[src/rtl/mux_arb_pkg.sv]
// Shared types and constants for the two-requester burst arbiter.
// State encoding is fixed so that gnt_a/gnt_b map onto individual state bits.
package mux_arb_pkg;

  typedef enum logic [1:0] {
    IDLE  = 2'b00,
    OWN_A = 2'b01,
    OWN_B = 2'b10
  } arb_state_e;

  typedef enum logic {
    SIDE_A = 1'b0,
    SIDE_B = 1'b1
  } side_e;

  localparam int CNT_W = 8;

  function automatic arb_state_e own_state(input side_e side);
    return (side == SIDE_A) ? OWN_A : OWN_B;
  endfunction

endpackage

[src/rtl/mux_2_x_1.sv]
// Single-bit 2:1 multiplexer; control=1 selects a, control=0 selects b.
module mux_2_x_1 (
  input  logic control,
  input  logic a,
  input  logic b,
  output logic y
);

  assign y = control ? a : b;

endmodule

[src/rtl/mux_arb_2_x_1.sv]
// Two-requester burst arbiter with a shared output channel.
// Ownership is held for a whole burst and capped at MAX_BEATS accepted beats.
module mux_arb_2_x_1
  import mux_arb_pkg::*;
#(
  parameter int DATA_W    = 1,
  parameter int MAX_BEATS = 8
) (
  input  logic              clk,
  input  logic              rst_n,
  input  logic              req_a,
  input  logic              req_b,
  input  logic [DATA_W-1:0] data_a,
  input  logic [DATA_W-1:0] data_b,
  input  logic              last_a,
  input  logic              last_b,
  output logic              ready_a,
  output logic              ready_b,
  output logic              gnt_a,
  output logic              gnt_b,
  output logic              out_valid,
  output logic [DATA_W-1:0] out_data,
  output logic              out_last,
  input  logic              out_ready,
  output logic              busy
);

  arb_state_e       state_q, state_d;
  logic [CNT_W-1:0] cnt_q, cnt_d, cnt_inc;
  side_e            last_q, last_d;

  logic  sel;
  logic  accept;
  logic  own_req;
  logic  other_req;
  logic  burst_end;
  side_e own_side;
  side_e other_side;

  assign gnt_a     = (state_q == OWN_A);
  assign gnt_b     = (state_q == OWN_B);
  assign busy      = (state_q != IDLE);
  assign sel       = gnt_a;
  assign out_valid = (gnt_a & req_a) | (gnt_b & req_b);
  assign ready_a   = gnt_a & req_a & out_ready;
  assign ready_b   = gnt_b & req_b & out_ready;
  assign accept    = out_valid & out_ready;

  assign own_side   = gnt_a ? SIDE_A : SIDE_B;
  assign other_side = gnt_a ? SIDE_B : SIDE_A;
  assign own_req    = gnt_a ? req_a : req_b;
  assign other_req  = gnt_a ? req_b : req_a;
  assign cnt_inc    = cnt_q + 1'b1;
  assign burst_end  = out_last || (cnt_inc == CNT_W'(MAX_BEATS));

  genvar i;
  generate
    for (i = 0; i < DATA_W; i++) begin : g_data_mux
      mux_2_x_1 u_data_mux (
        .control (sel),
        .a       (data_a[i]),
        .b       (data_b[i]),
        .y       (out_data[i])
      );
    end
  endgenerate

  mux_2_x_1 u_last_mux (
    .control (sel),
    .a       (last_a),
    .b       (last_b),
    .y       (out_last)
  );

  // A stalled beat falls through every branch, leaving state and count untouched.
  always_comb begin
    state_d = state_q;
    cnt_d   = cnt_q;
    last_d  = last_q;
    unique case (state_q)
      IDLE: begin
        if (req_a && req_b) begin
          state_d = (last_q == SIDE_B) ? OWN_A : OWN_B;
        end else if (req_a) begin
          state_d = OWN_A;
        end else if (req_b) begin
          state_d = OWN_B;
        end
      end
      OWN_A, OWN_B: begin
        if (accept) begin
          if (burst_end) begin
            last_d  = own_side;
            state_d = other_req ? own_state(other_side) : IDLE;
          end else begin
            cnt_d = cnt_inc;
          end
        end else if (!own_req) begin
          last_d  = own_side;
          state_d = IDLE;
        end
      end
      default: state_d = IDLE;
    endcase
    if (state_d != state_q) begin
      cnt_d = '0;
    end
  end

  always_ff @(posedge clk) begin
    if (!rst_n) begin
      state_q <= IDLE;
      cnt_q   <= '0;
      last_q  <= SIDE_B;
    end else begin
      state_q <= state_d;
      cnt_q   <= cnt_d;
      last_q  <= last_d;
    end
  end

endmodule
[config.mk]
export PLATFORM = sky130hd
export DESIGN_NAME = mux_arb_2_x_1
export DESIGN_NICKNAME = d
export VERILOG_FILES = /design/src/rtl/mux_arb_pkg.sv /design/src/rtl/mux_2_x_1.sv /design/src/rtl/mux_arb_2_x_1.sv
export SDC_FILE = /design/constraint.sdc
export NUM_CORES = 1
export LEC_CHECK = 0
export ABC_CLOCK_PERIOD_IN_PS = 4700
export CAP_MARGIN = 30
export CORE_MARGIN = 2
export CORE_UTILIZATION = 55
export DETAILED_ROUTE_END_ITERATION = 6
export MAX_ROUTING_LAYER = met4
export PLACE_DENSITY = 0.94
export SYNTH_ARGS = -nofsm -noshare
export SYNTH_HDL_FRONTEND = slang
export SYNTH_SLANG_ARGS = --single-unit
[constraint.sdc]
create_clock -name clk -period 4.7 [get_ports clk]
set_input_delay 0.47 -clock clk [delete_from_list [all_inputs] [get_ports clk]]
set_output_delay 0.47 -clock clk [all_outputs]
set_load 0.01 [all_outputs]
==> impl_metrics.csv <==
group,metric,value,unit
synthesis,synth_top_area_cell,"dfxtp_1",
placed_design,place.gp.congestion,0.8632,
power_and_ir_drop,powerDensity,206.9,nW/µm²
synthesis,synth_xor_area_share,8.132,%
synthesis,synth_top_area_share,22.36,%
synthesis,synth_cell_type_count,47,
synthesis,synth_top_family_by_area,"compound AO/OA/AOI/OAI gates",
grt,grt.overflow.total,0,
cts,clockRootBuffer,"clkbuf_4",
detailed_routing,viasPerCell,5.919,
timing,rsz0062_at_grt,"no",
die,start_util,57.66,%
power_and_ir_drop,combPwrFrac,32.9,%
cts,clockBufferDepth,2,
synthesis,synth_edf_count,0,
detailed_routing,drtIter0Drc,41,
synthesis,synthMuxAreaShare,4.701,%
timing,period_share,56.30,%
timing,hold_viol_final,0,
cts,post_cts_buffers,0,
synthesis,synth_compound_area_share,29.10,%
cells_and_area,area_delta_synth_final,20.84,%
placed_design,io_buffers,16,
synthesis,syn_inst,117,
setup_path,required,4.23,ns
power_and_ir_drop,ir_drop,233.9,µV
detailed_routing,drc,0,
timing,worst_hold_slack,0.5442,ns
die,die_y,46.31,µm
cts,htree_levels,1,
synthesis,synth.avg_cell_area,8.416,µm²
setup_path,critPathCaptureType,"output pin",
timing,slew_headroom,73.86,%
timing,finalClockSkew,0.001010,ns
setup_path,start_kind,"flip-flop",
power_and_ir_drop,p_int,0.1659,mW
setup_path,reg2reg_depth,8,
synthesis,synth.area.top_cells,"dfxtp_1 22%, ha_1 6.4%, xnor2_1 4.4%",
worst_hold_path,hp-class,"flip-flop to flip-flop",
grt,grt_max_degree,11,
run_status,status,"finished clean",
timing,worstMarginPinSlew,0.3921,ns
synthesis,ys.warnings.count,0,
cells_and_area,layout.cells.non_filler,160,
cells_and_area,diodes,0,
power_and_ir_drop,clkPwrFrac,27.2,%
cts,clk_latency,0.28,ns
cells_and_area,drive_gt1_share,13.33,%
die,die_area,2145,µm²
detailed_routing,wl,2386,µm
cts,clock-sinks,11,
cells_and_area,nets,150,
grt,grt_usage,25.29,%
cts,clk_transition_reported_paths,0.07,ns
die,coreArea,1708,µm²
grt,antenna_found_initial,0,
cts,cts-buffers-inserted,3,
power_and_ir_drop,power,0.2462,mW
detailed_routing,vias,947,
timing,slew_violations,0,
grt,grt_pass1_vias,859,
synthesis,synth_seq_cells,11,
timing,tns,0,ns
placed_design,dp_cells,156,
setup_path,crit_arrival,2.18,ns
detailed_routing,ant_nets,0,
die,rows,15,
job,maxCapViolCount,0,
timing,post-route-min-period,2.646,ns
cts,ctsResizeCount,0,
synthesis,synth.net_count,131,
grt,grt_first_pass_wirelength,3739,µm
synthesis,synth_fa_ha_area_share,6.353,%
timing,setup_violations,0,
timing,fmax,377.9,MHz
setup_path,cp_max_fo,10,
detailed_routing,dr.pass1.iters,4,
setup_path,worstSetupPathType,"flip-flop to output pin",
synthesis,synthSimpleGateAreaFrac,23.89,%
placed_design,post-dp-hpwl,1845,µm
power_and_ir_drop,p_leak,0.4660,nW
synthesis,synth_area,984.7,µm²
detailed_routing,wl_per_cell,14.91,µm
power_and_ir_drop,p_sw_share,32.63,%
die,die_w,46.31,µm
power_and_ir_drop,power_frac_seq,39.9,%
die,io_pins,17,
synthesis,yosysSeqAreaShare,22.36,%
synthesis,synth_ff_type,"dfxtp_1",
cts,cts_hold_repair.buffers,0,
worst_hold_path,min_path_cells,2,
power_and_ir_drop,p_sw,0.08032,mW
cts,tritoncts,"built",
synthesis,ys_async_sr_fraction,0,%
==> layout by cell type, fill, tap and decap left out, types with 2 or more instances in the layout <==
cell / count
a21oi_1: 3
a21oi_2: 2
a31oi_1: 2
and2_1: 2
and3_1: 2
clkbuf_4: 3
clkdlybuf4s50_1: 16
dfxtp_1: 11
ha_1: 5
inv_1: 11
mux2i_1: 2
nand2_1: 10
nand3_1: 7
nor2_1: 6
nor3_1: 8
o211a_1: 2
o211ai_1: 2
o21ai_0: 4
o21ai_1: 3
or3_1: 2
xnor2_1: 5
==> final cells by class <==
class	instances	area (µm²)
clock buffer	4	26.28
fill	132	518.0
inverter	11	41.29
multi-input combinational	93	710.7
sequential	11	220.2
tap	25	31.28
timing repair buffer	16	160.2
==> critical path: stages (launching register included) <==
cell and delay [ns]:
dfxtp_1 0.38, inv_1 0.22, ha_1 0.44, mux2_2 0.38, clkdlybuf4s50_1 0.47
==> worst paths after layout <==
kind | startpoint | endpoint | slack [ns]
max | state_q[1]$_SDFF_PN0_ | out_data | 2.05
min | last_q$_SDFFE_PN1P_ | last_q$_SDFFE_PN1P_ | 0.54
max reg2reg | state_q[1]$_SDFF_PN0_ | cnt_q[1]$_SDFFE_PP0P_ | 2.13
min reg2reg | last_q$_SDFFE_PN1P_ | last_q$_SDFFE_PN1P_ | 0.54
==> per-stage QoR <==
step | cell area (µm²) | utilization [%] | setup slack [ns]
3_3_place_gp | 1164 | 68.13 | 2.249
6_report | 1190 | 69.67 | 2.054
3_5_place_dp | 1164 | 68.13 | 2.169
5_1_grt | 1190 | 69.67 | 1.968
4_1_cts | 1190 | 69.67 | 2.062
2_1_floorplan | 984.7 | - | 2.327
==> state kept, by name, indices dropped and copies added, names as in the netlist <==
| register | cells |
|---|---|
| cnt_q | 8 |
| last_q | 1 |
| state_q | 2 |
==> synthesized netlist by cell type (all sizes together) (3+ instances only) <==
master,count
and3,3
xnor2,6
nand3,7
dfxtp,11
and2,3
nor2,6
ha,5
nor3,8
o21ai,9
a21oi,5
o211ai,4
nand2,10
inv,11
==> metal layers <==
layer  up-vias  GRT usage, %  wire length (µm)
met5         -             -                 0
met2        33         38.33              1132
met3         4         5.490               140
met4         0         9.714                36
met1       439         32.62              1077
li1        471             -                 -
==> cell families (layout without fill, tap and decap cells) <==
family                     count (synthesis)  after routing
AOI/OAI and AO/OA                         33             33
xor gates and xnor gates                   7              7
adders and majority gates                  5              5
buffers and inverters                     13             31
DFF                                       11             11
muxes                                      4              4
and+or+nand+nor                           44             44
==> power by group through the flow <==
stage                     Sequential (mW)  Combinational (mW)  Clock, mW
after floorplan                    0.0995              0.0517          0
after global placement             0.0999              0.0771          0
after detailed placement            0.100              0.0797          0
after CTS                          0.0981              0.0803     0.0663
after global routing               0.0985              0.0869     0.0732
final                              0.0982              0.0810     0.0670
(Power assumes the default switching activity.)
